<file path="src/rtl/sap1_controller_if.sv">
// Control bundle between the SAP-1 sequencer and the datapath: the opcode and
// run/step inputs, the control word, and the T-state/halt status.
interface sap1_controller_if;
   logic [3:0] opcode;
   logic       run;
   logic       step;
   logic       cp;
   logic       ep;
   logic       lm;
   logic       ce;
   logic       li;
   logic       ei;
   logic       la;
   logic       ea;
   logic       su;
   logic       eu;
   logic       lb;
   logic       lo;
   logic [5:0] t_state;
   logic       halted;

   // Sequencer side: consumes opcode/run/step, drives the control word.
   modport master (
      input  opcode, run, step,
      output cp, ep, lm, ce, li, ei, la, ea, su, eu, lb, lo, t_state, halted
   );

   // Datapath side: supplies opcode/run/step, consumes the control word.
   modport slave (
      output opcode, run, step,
      input  cp, ep, lm, ce, li, ei, la, ea, su, eu, lb, lo, t_state, halted
   );
endinterface

</file>
<file path="src/rtl/sap1_controller.sv">
// SAP-1 control sequencer: six T-states (fetch T1-T3, execute T4-T6) plus a
// sticky HALT. The control word is decoded combinationally from the registered
// state and the live opcode. Pausing holds the state and masks every load and
// increment strobe while leaving the bus enables decoded.
module sap1_controller (
   input  logic               clk,
   input  logic               reset,
   sap1_controller_if.master  ctrl
);

   typedef enum logic [2:0] {
      S_T1   = 3'd0,
      S_T2   = 3'd1,
      S_T3   = 3'd2,
      S_T4   = 3'd3,
      S_T5   = 3'd4,
      S_T6   = 3'd5,
      S_HALT = 3'd6
   } state_t;

   localparam logic [3:0] OP_LDA = 4'b0000;
   localparam logic [3:0] OP_ADD = 4'b0001;
   localparam logic [3:0] OP_SUB = 4'b0010;
   localparam logic [3:0] OP_OUT = 4'b1110;
   localparam logic [3:0] OP_HLT = 4'b1111;

   state_t state;
   state_t state_next;
   logic   advance;

   // Raw decode before pause masking and reset forcing.
   logic cp_raw, ep_raw, lm_raw, ce_raw, li_raw, ei_raw;
   logic la_raw, ea_raw, su_raw, eu_raw, lb_raw, lo_raw;

   // A cycle advances the sequence in free-run or on a step while paused.
   assign advance = ctrl.run | ctrl.step;

   // State register; reset restarts the sequence at T1.
   // NOTE: sequential state uses non-blocking (<=) so every register samples
   // its inputs from before the edge, independent of statement order.
   always_ff @(posedge clk or posedge reset) begin
      if (reset) begin
         state <= S_T1;
      end else begin
         state <= state_next;
      end
   end

   // Next-state logic: ring T1..T6, HLT diverts T4 to HALT, HALT absorbs.
   // NOTE: every output of a combinational block gets a default first so no
   // path leaves it unassigned, which would otherwise infer a latch.
   always_comb begin
      state_next = state;
      if (state != S_HALT && advance) begin
         unique case (state)
            S_T1:    state_next = S_T2;
            S_T2:    state_next = S_T3;
            S_T3:    state_next = S_T4;
            S_T4:    state_next = (ctrl.opcode == OP_HLT) ? S_HALT : S_T5;
            S_T5:    state_next = S_T6;
            S_T6:    state_next = S_T1;
            default: state_next = S_T1;
         endcase
      end
   end

   // Control word decode from the current T-state and opcode.
   always_comb begin
      cp_raw = 1'b0;
      ep_raw = 1'b0;
      lm_raw = 1'b0;
      ce_raw = 1'b0;
      li_raw = 1'b0;
      ei_raw = 1'b0;
      la_raw = 1'b0;
      ea_raw = 1'b0;
      su_raw = 1'b0;
      eu_raw = 1'b0;
      lb_raw = 1'b0;
      lo_raw = 1'b0;
      unique case (state)
         S_T1: begin
            ep_raw = 1'b1;
            lm_raw = 1'b1;
         end
         S_T2: cp_raw = 1'b1;
         S_T3: begin
            ce_raw = 1'b1;
            li_raw = 1'b1;
         end
         S_T4: begin
            case (ctrl.opcode)
               OP_LDA, OP_ADD, OP_SUB: begin
                  ei_raw = 1'b1;
                  lm_raw = 1'b1;
               end
               OP_OUT: begin
                  ea_raw = 1'b1;
                  lo_raw = 1'b1;
               end
               default: ;
            endcase
         end
         S_T5: begin
            case (ctrl.opcode)
               OP_LDA: begin
                  ce_raw = 1'b1;
                  la_raw = 1'b1;
               end
               OP_ADD, OP_SUB: begin
                  ce_raw = 1'b1;
                  lb_raw = 1'b1;
               end
               default: ;
            endcase
         end
         S_T6: begin
            case (ctrl.opcode)
               OP_ADD: begin
                  eu_raw = 1'b1;
                  la_raw = 1'b1;
               end
               OP_SUB: begin
                  eu_raw = 1'b1;
                  la_raw = 1'b1;
                  su_raw = 1'b1;
               end
               default: ;
            endcase
         end
         default: ;
      endcase
   end

   // Output stage: reset silences everything, pause masks loads/increment only.
   always_comb begin
      ctrl.cp = ~reset & advance & cp_raw;
      ctrl.lm = ~reset & advance & lm_raw;
      ctrl.li = ~reset & advance & li_raw;
      ctrl.la = ~reset & advance & la_raw;
      ctrl.lb = ~reset & advance & lb_raw;
      ctrl.lo = ~reset & advance & lo_raw;
      ctrl.ep = ~reset & ep_raw;
      ctrl.ce = ~reset & ce_raw;
      ctrl.ei = ~reset & ei_raw;
      ctrl.ea = ~reset & ea_raw;
      ctrl.eu = ~reset & eu_raw;
      ctrl.su = ~reset & su_raw;
      ctrl.halted = (state == S_HALT);
      ctrl.t_state = 6'b000000;
      unique case (state)
         S_T1:    ctrl.t_state = 6'b000001;
         S_T2:    ctrl.t_state = 6'b000010;
         S_T3:    ctrl.t_state = 6'b000100;
         S_T4:    ctrl.t_state = 6'b001000;
         S_T5:    ctrl.t_state = 6'b010000;
         S_T6:    ctrl.t_state = 6'b100000;
         default: ctrl.t_state = 6'b000000;
      endcase
   end

endmodule

</file>
<file path="src/flat_wrapper.sv">
// flat-port wrapper written by rule: the top's interface ports become plain ports
module sap1_controller_flat 
  (clk, reset, ctrl_opcode, ctrl_run, ctrl_step, ctrl_cp, ctrl_ep, ctrl_lm, ctrl_ce, ctrl_li, ctrl_ei, ctrl_la, ctrl_ea, ctrl_su, ctrl_eu, ctrl_lb, ctrl_lo, ctrl_t_state, ctrl_halted);
  sap1_controller_if ctrl_i ();
  input  logic clk;
  input  logic reset;
  input wire logic [$bits(ctrl_i.opcode)-1:0] ctrl_opcode;
  input wire logic [$bits(ctrl_i.run)-1:0] ctrl_run;
  input wire logic [$bits(ctrl_i.step)-1:0] ctrl_step;
  output wire logic [$bits(ctrl_i.cp)-1:0] ctrl_cp;
  output wire logic [$bits(ctrl_i.ep)-1:0] ctrl_ep;
  output wire logic [$bits(ctrl_i.lm)-1:0] ctrl_lm;
  output wire logic [$bits(ctrl_i.ce)-1:0] ctrl_ce;
  output wire logic [$bits(ctrl_i.li)-1:0] ctrl_li;
  output wire logic [$bits(ctrl_i.ei)-1:0] ctrl_ei;
  output wire logic [$bits(ctrl_i.la)-1:0] ctrl_la;
  output wire logic [$bits(ctrl_i.ea)-1:0] ctrl_ea;
  output wire logic [$bits(ctrl_i.su)-1:0] ctrl_su;
  output wire logic [$bits(ctrl_i.eu)-1:0] ctrl_eu;
  output wire logic [$bits(ctrl_i.lb)-1:0] ctrl_lb;
  output wire logic [$bits(ctrl_i.lo)-1:0] ctrl_lo;
  output wire logic [$bits(ctrl_i.t_state)-1:0] ctrl_t_state;
  output wire logic [$bits(ctrl_i.halted)-1:0] ctrl_halted;
  assign ctrl_i.opcode = ctrl_opcode;
  assign ctrl_i.run = ctrl_run;
  assign ctrl_i.step = ctrl_step;
  assign ctrl_cp = ctrl_i.cp;
  assign ctrl_ep = ctrl_i.ep;
  assign ctrl_lm = ctrl_i.lm;
  assign ctrl_ce = ctrl_i.ce;
  assign ctrl_li = ctrl_i.li;
  assign ctrl_ei = ctrl_i.ei;
  assign ctrl_la = ctrl_i.la;
  assign ctrl_ea = ctrl_i.ea;
  assign ctrl_su = ctrl_i.su;
  assign ctrl_eu = ctrl_i.eu;
  assign ctrl_lb = ctrl_i.lb;
  assign ctrl_lo = ctrl_i.lo;
  assign ctrl_t_state = ctrl_i.t_state;
  assign ctrl_halted = ctrl_i.halted;
  sap1_controller u_core (.clk(clk), .reset(reset), .ctrl(ctrl_i));
endmodule
</file>
<file path="config.mk">
export PLATFORM = sky130hd
export DESIGN_NAME = sap1_controller_flat
export DESIGN_NICKNAME = d
export VERILOG_FILES = /design/src/rtl/sap1_controller_if.sv /design/src/rtl/sap1_controller.sv /design/src/flat_wrapper.sv
export SDC_FILE = /design/constraint.sdc
export NUM_CORES = 1
export LEC_CHECK = 0
export ABC_AREA = 1
export CORE_MARGIN = 2
export CORE_UTILIZATION = 30
export DETAILED_ROUTE_END_ITERATION = 8
export PLACE_DENSITY = 0.83
export SETUP_SLACK_MARGIN = 0.1
export SYNTH_ARGS = -nofsm -noshare
export SYNTH_HDL_FRONTEND = slang
export SYNTH_SLANG_ARGS = --single-unit
</file>
<file path="constraint.sdc">
create_clock -name clk -period 0.92 [get_ports clk]
set_input_delay 0.092 -clock clk [delete_from_list [all_inputs] [get_ports clk]]
set_output_delay 0.092 -clock clk [all_outputs]
set_load 0.05 [all_outputs]
</file>
==> metrics list, run 1 <==
- The run stopped with a tool error.
- Last flow stage reached: clock tree synthesis
- The first error in the log reads "[ERROR DPL-0038] Utilization greater than 100%, impossible to legalize".
* Number of primary I/O pins: 27
- After synthesis, the netlist uses 16 different library cells.
- Clock buffer count from CTS: 3
- Initial Util: 0.315
- Synthesized area divided by synthesized cell count: 5.55 um2
* PortBufs: 26
* Syn Inst Count: 73
- For this run, the register share of the synthesized area comes to 0.185.
- The cell area that synthesis handed to floorplanning was 405 um2.
* Count of standard-cell rows: 13
- In this run, post-CTS repair resized a total of 30 instances.
- Final Wtd Congestion: 0.908
- Buffers added to address setup during post-CTS repair amount to 6.
- Post-detail-place hpwl: 1500 um
* CTS H-tree depth: 1
* Yosys synthesis warning count: 0
- The synthesized design contains 3 register bits.
- When the netlist entered floorplanning its net count stood at 81.
- Clock tree sinks: 3
- Measured along the y axis, the die boundary spans 40.8 um.
- Overall die width: 40.8 um
- The tree is rooted in a clkbuf_4.
- Worst-case setup slack after placement: -0.606 ns
* Number of buffers on the longest clock path: 2
- Hold buffer count at cts: 0
==> logic make-up after synthesis <==
logic type,count (synthesis),share of synthesized area
flops,3,0.185
compound gates,8,0.0988
simple gates,42,0.494
buf+inv,20,0.222
==> synth_stat cells (all sizes together) <==
library cell	count	area, um2
nor4	1	6.26
nor2	14	60.1
nor3	4	35.0
inv	18	67.6
nand3b	1	7.51
a21oi	4	20.0
buf	2	22.5
dfrtp	3	75.1
nand3	5	25.0
nand2	17	66.3
o21ai	4	20.0
==> stage by stage <==
stage | instance area [um2] | hold slack [ns] | std cells | utilization
floorplan | 543 | -0.107 | 73 | -
global placement | 1150 | 0.436 | 133 | 0.893
detailed placement | 1150 | 0.471 | 133 | 0.893
==> run 2: changes to the inputs <==
CORE_AREA = 2 2 63 65   (was unset)
CORE_MARGIN = unset   (was 2)
CORE_UTILIZATION = unset   (was 30)
DIE_AREA = 0 0 65 67   (was unset)
PLACE_DENSITY = unset   (was 0.83)
PLACE_DENSITY_LB_ADDON = 0.15   (was unset)
SETUP_SLACK_MARGIN = unset   (was 0.1)
clock period = 1.2 ns   (was 0.92 ns; I/O delays follow)
==> metrics list, run 2 <==
- Setup violations remaining at the end of the flow were counted as 19.
- Clock insertion delay at the later pin of the skew report: 0.21 ns
- Once layout is done, the placed cells without fillers occupy 1400 um2.
* Initial Util: 0.112 (-0.203)
- GRT met2 Usage: 0.146
- Series of cell instances along the critical path: nand2_4, nor2_4, nand2_4, buf_12, nor2_4, buf_12
- Leak: 0.622 nW
* Root buffer selected by CTS: clkbuf_8
* Total area of sequential cells: 78.8 um2
- Path depth of the worst reg2reg path: 7
- Fraction of met1 tracks used by global routing: 0.103
- Number of endpoints with negative hold slack in the final report: 0
* Fraction of registers with async set or reset after synthesis: 1.00 (unchanged)
- Multiplexer share of the synthesized area: 0 (unchanged)
* Clock tree sinks: 3 (unchanged)
- Crit path launch type: register
* CTS H-tree depth: 1 (unchanged)
* Antenna cells: 0
- The net count after synthesis came to 81 (unchanged).
- The total overflow left after global routing is 0.
- Failing checks: negative setup slack
- Dividing the final minimum period by the clock period gives 1.26.
* Commonest cells in the synthesized netlist: nand2_1 (16), inv_1 (15), nor2_1 (13)
- The max-slew violation total from the final report was 0.
- Post-DRT Antenna Nets: 0
- Dividing the detail-routed wire length by the instance count gives 9.18 um.
- The number of port buffers was 26 (unchanged).
- The run finished, with violations left.
* Clock buffer count from CTS: 3 (unchanged)
- Fin nets: 138
- Total via count after detailed routing: 626
- Top flop regs: u_core.state (3)
- Stage delay of the slowest cell on the critical path: 0.47 ns
* Worst-case setup slack after placement: -0.320 ns (+0.286 ns)
- Max rail drop VDD: 606 uV
- The first global-routing pass estimated 2820 um of wire.
- For this run, the total global-route usage over all layers was measured as 0.0838.
- Biggest fanout along the worst timing path: 5
- The count of unique library cells instantiated by Yosys was 16 (unchanged).
- Library cell with the largest summed area after synthesis: dfrtp_1
- Number of primary I/O pins: 27 (unchanged)
- The simple-gate share of the synthesized area came to 0.494 (unchanged).
- Yosys synthesis warning count: 0 (unchanged)
- Register with the most flip-flops: u_core.state
- For the worst setup path, the data required time is 1.08 ns.
* Count of standard-cell rows: 22 (+9)
- Synthesized area divided by synthesized cell count: 5.55 um2 (unchanged)
- TritonCTS built the clock tree.
* Die Footprint: 4360 um2
* Final critical-path required period: 1.51 ns
- For the worst setup path, the data arrival time is 1.39 ns.
- For the pin with the worst max-slew slack, the measured transition is 0.252 ns.
- Cell with the biggest individual delay on the critical path: dfrtp_2
- Instance area at placement: 1200 um2 (+4.7%)
* Combinational family with the most area after synthesis: simple AND/OR/NAND/NOR gates
* Fraction of final layout cells sized beyond drive strength 1: 0.713
* Most used flip-flop cell after synthesis: dfrtp_1
* Fillers: 376
- Family with the most delay on the worst path: flip-flops
- Counting both buffers and inverters, the worst setup path holds a total of 2.
- The register with the most flip-flops in the layout has 3 of them.
- 1st-pass router iterations: 3
- Syn Inst Count: 73 (unchanged)
- The number of placed cells counting well taps came to 168 (+26%).
- Classification of the worst setup path: register to primary output
* Number of antenna violations at the first check in global routing: 0
- Area growth from synthesis to layout: 245%
- Met3 track utilization from global routing: 0.0236
- The post-synthesis adder-cell area fraction came to 0 (unchanged).
- Entering global routing, the biggest net connects 7 pins.
- Overall die width: 65 um (+59%)
* Count of non-filler cells in the finished layout: 177
- The worst setup path is captured at a primary output.
* Cell with the most instances after synthesis: nand2_1
- The xor/xnor share of the synthesized area was 0 (unchanged).
- Max cap viols: 0
- Via-to-Cell Ratio: 3.54
- Commonest non-fill, non-tap cell in the layout: buf_4
- Worst Clk Skew: 0.00166 ns
- After synthesis, the cell types taking the most area are dfrtp_1 (19%), nand2_1 (15%), inv_1 (14%).
- In this run the most used layer during global routing was met2.
- Drt first-iter violations: 21
- Hold buffer count at cts: 0 (unchanged)
- The number of flops mapped to enable cells by yosys was 0 (unchanged).
- Worst reg2reg setup slack: 0.04 ns
- Cell area power density: 2010 nW/um2
- Floorplan die height: 67 um (+64%)
- After detailed routing, the number of remaining DRC violations is 0.
- Number of buffers on the longest clock path: 2 (unchanged)
- Post-detail-place hpwl: 1340 um (-10%)
- Multi-input logic area: 449 um2
- The fraction of the mapped netlist area in compound gates came to 0.0988 (unchanged).
* Sequential area share after synthesis: 0.185 (unchanged)
- Least setup slack across all paths after layout: -0.310 ns
- After clock tree synthesis, the clock-pin slew on the worst setup and hold paths is 0.03 ns.
- Seq cells post-synth: 3 (unchanged)
- The area fraction of the dominant cell type after synthesis was 0.185 (unchanged).
- In this run the worst hold path is classified as input port to async pin.
- Max-Slew Margin vs Limit: 0.832
- The cell area after synthesis was 405 um2 (unchanged).
* Critical register-to-register path startpoint: u_core.state[0]
* Final TNS setup: -4.17 ns
- RSZ-0062 raised after global routing: true
- After floorplanning, the core was sized to cover 3610 um2.
* Maximum achievable frequency: 662 MHz
- In the layout the commonest cells are buf_4 (21), buf_12 (20), inv_1 (10).
- The final weighted congestion of routability-driven global placement came to 0.735 (-19%).
* Total detailed-routing wirelength: 1620 um
- The number of global-route vias before repair came to 668.
- Worst reg2reg path endpoint: u_core.state[1]
[run 2: cell counts after synthesis]
Identical to the previous run, type by type.
[run 2: area by class of cell]
cell class / count / share of cell area
Sequential cell: 3 / 0.0564
Multi-Input combinational cell: 50 / 0.321
Inverter: 18 / 0.0519
Tap cell: 48 / 0.0430
Clock buffer: 4 / 0.0322
Timing Repair Buffer: 54 / 0.495
[run 2: worst max path at each step]
stage,start,to,slack (ns),depth (start not counted)
after floorplan,u_core.state[2],ctrl_lb,-0.61,5
after global placement,ctrl_opcode[3],ctrl_lb,-0.31,7
after detailed placement,ctrl_opcode[1],ctrl_lo,-0.32,6
after CTS,u_core.state[0],ctrl_la,-0.33,4
after global routing,u_core.state[0],ctrl_cp,-0.38,5
final,u_core.state[0],ctrl_ea,-0.31,6
[run 2: metal layers]
layer,routed length (um),vias up
met3,52,0
met5,0,-
met1,702,281
met2,870,9
met4,0,0
li1,-,336
[run 2: what timing repair did]
action,in CTS,in global routing
resized for setup,30,11
setup endpoints to repair,19,20
setup buffers,6,5
pin swaps,9,8
cloned,0,0
[run 2: cells by family after synthesis]
family | after synthesis
AOI/OAI and AO/OA | 8
buffers and inverters | 20
DFF | 3
and+or+nand+nor | 42
[run 2: stage by stage]
stage	hold WS, ns	utilization	power [mW]
2_1_floorplan	-0.0795	-	1.27
3_3_place_gp	0.527	0.333	2.20
3_5_place_dp	0.514	0.333	2.20
4_1_cts	0.134	0.378	2.74
5_1_grt	0.150	0.388	2.98
6_report	0.129	0.388	2.81
[run 2: power by group]
| group | total [mW] | switching [mW] | internal, mW | leakage [nW] |
|---|---|---|---|---|
| Combinational | 2.23 | 1.17 | 1.06 | 0.566 |
| Clock | 0.295 | 0.0682 | 0.227 | 0.0228 |
| Sequential | 0.293 | 0.132 | 0.161 | 0.0331 |
[run 2: worst reg2reg max path: stages, from the launching register on]
cell	delay, ns
dfrtp_2	0.47
inv_2	0.08
buf_6	0.14
buf_4	0.13
nand3_4	0.06
o21ai_1	0.07
inv_1	0.06
nand2_1	0.04
Note: power is estimated with default switching activity, not from simulation.
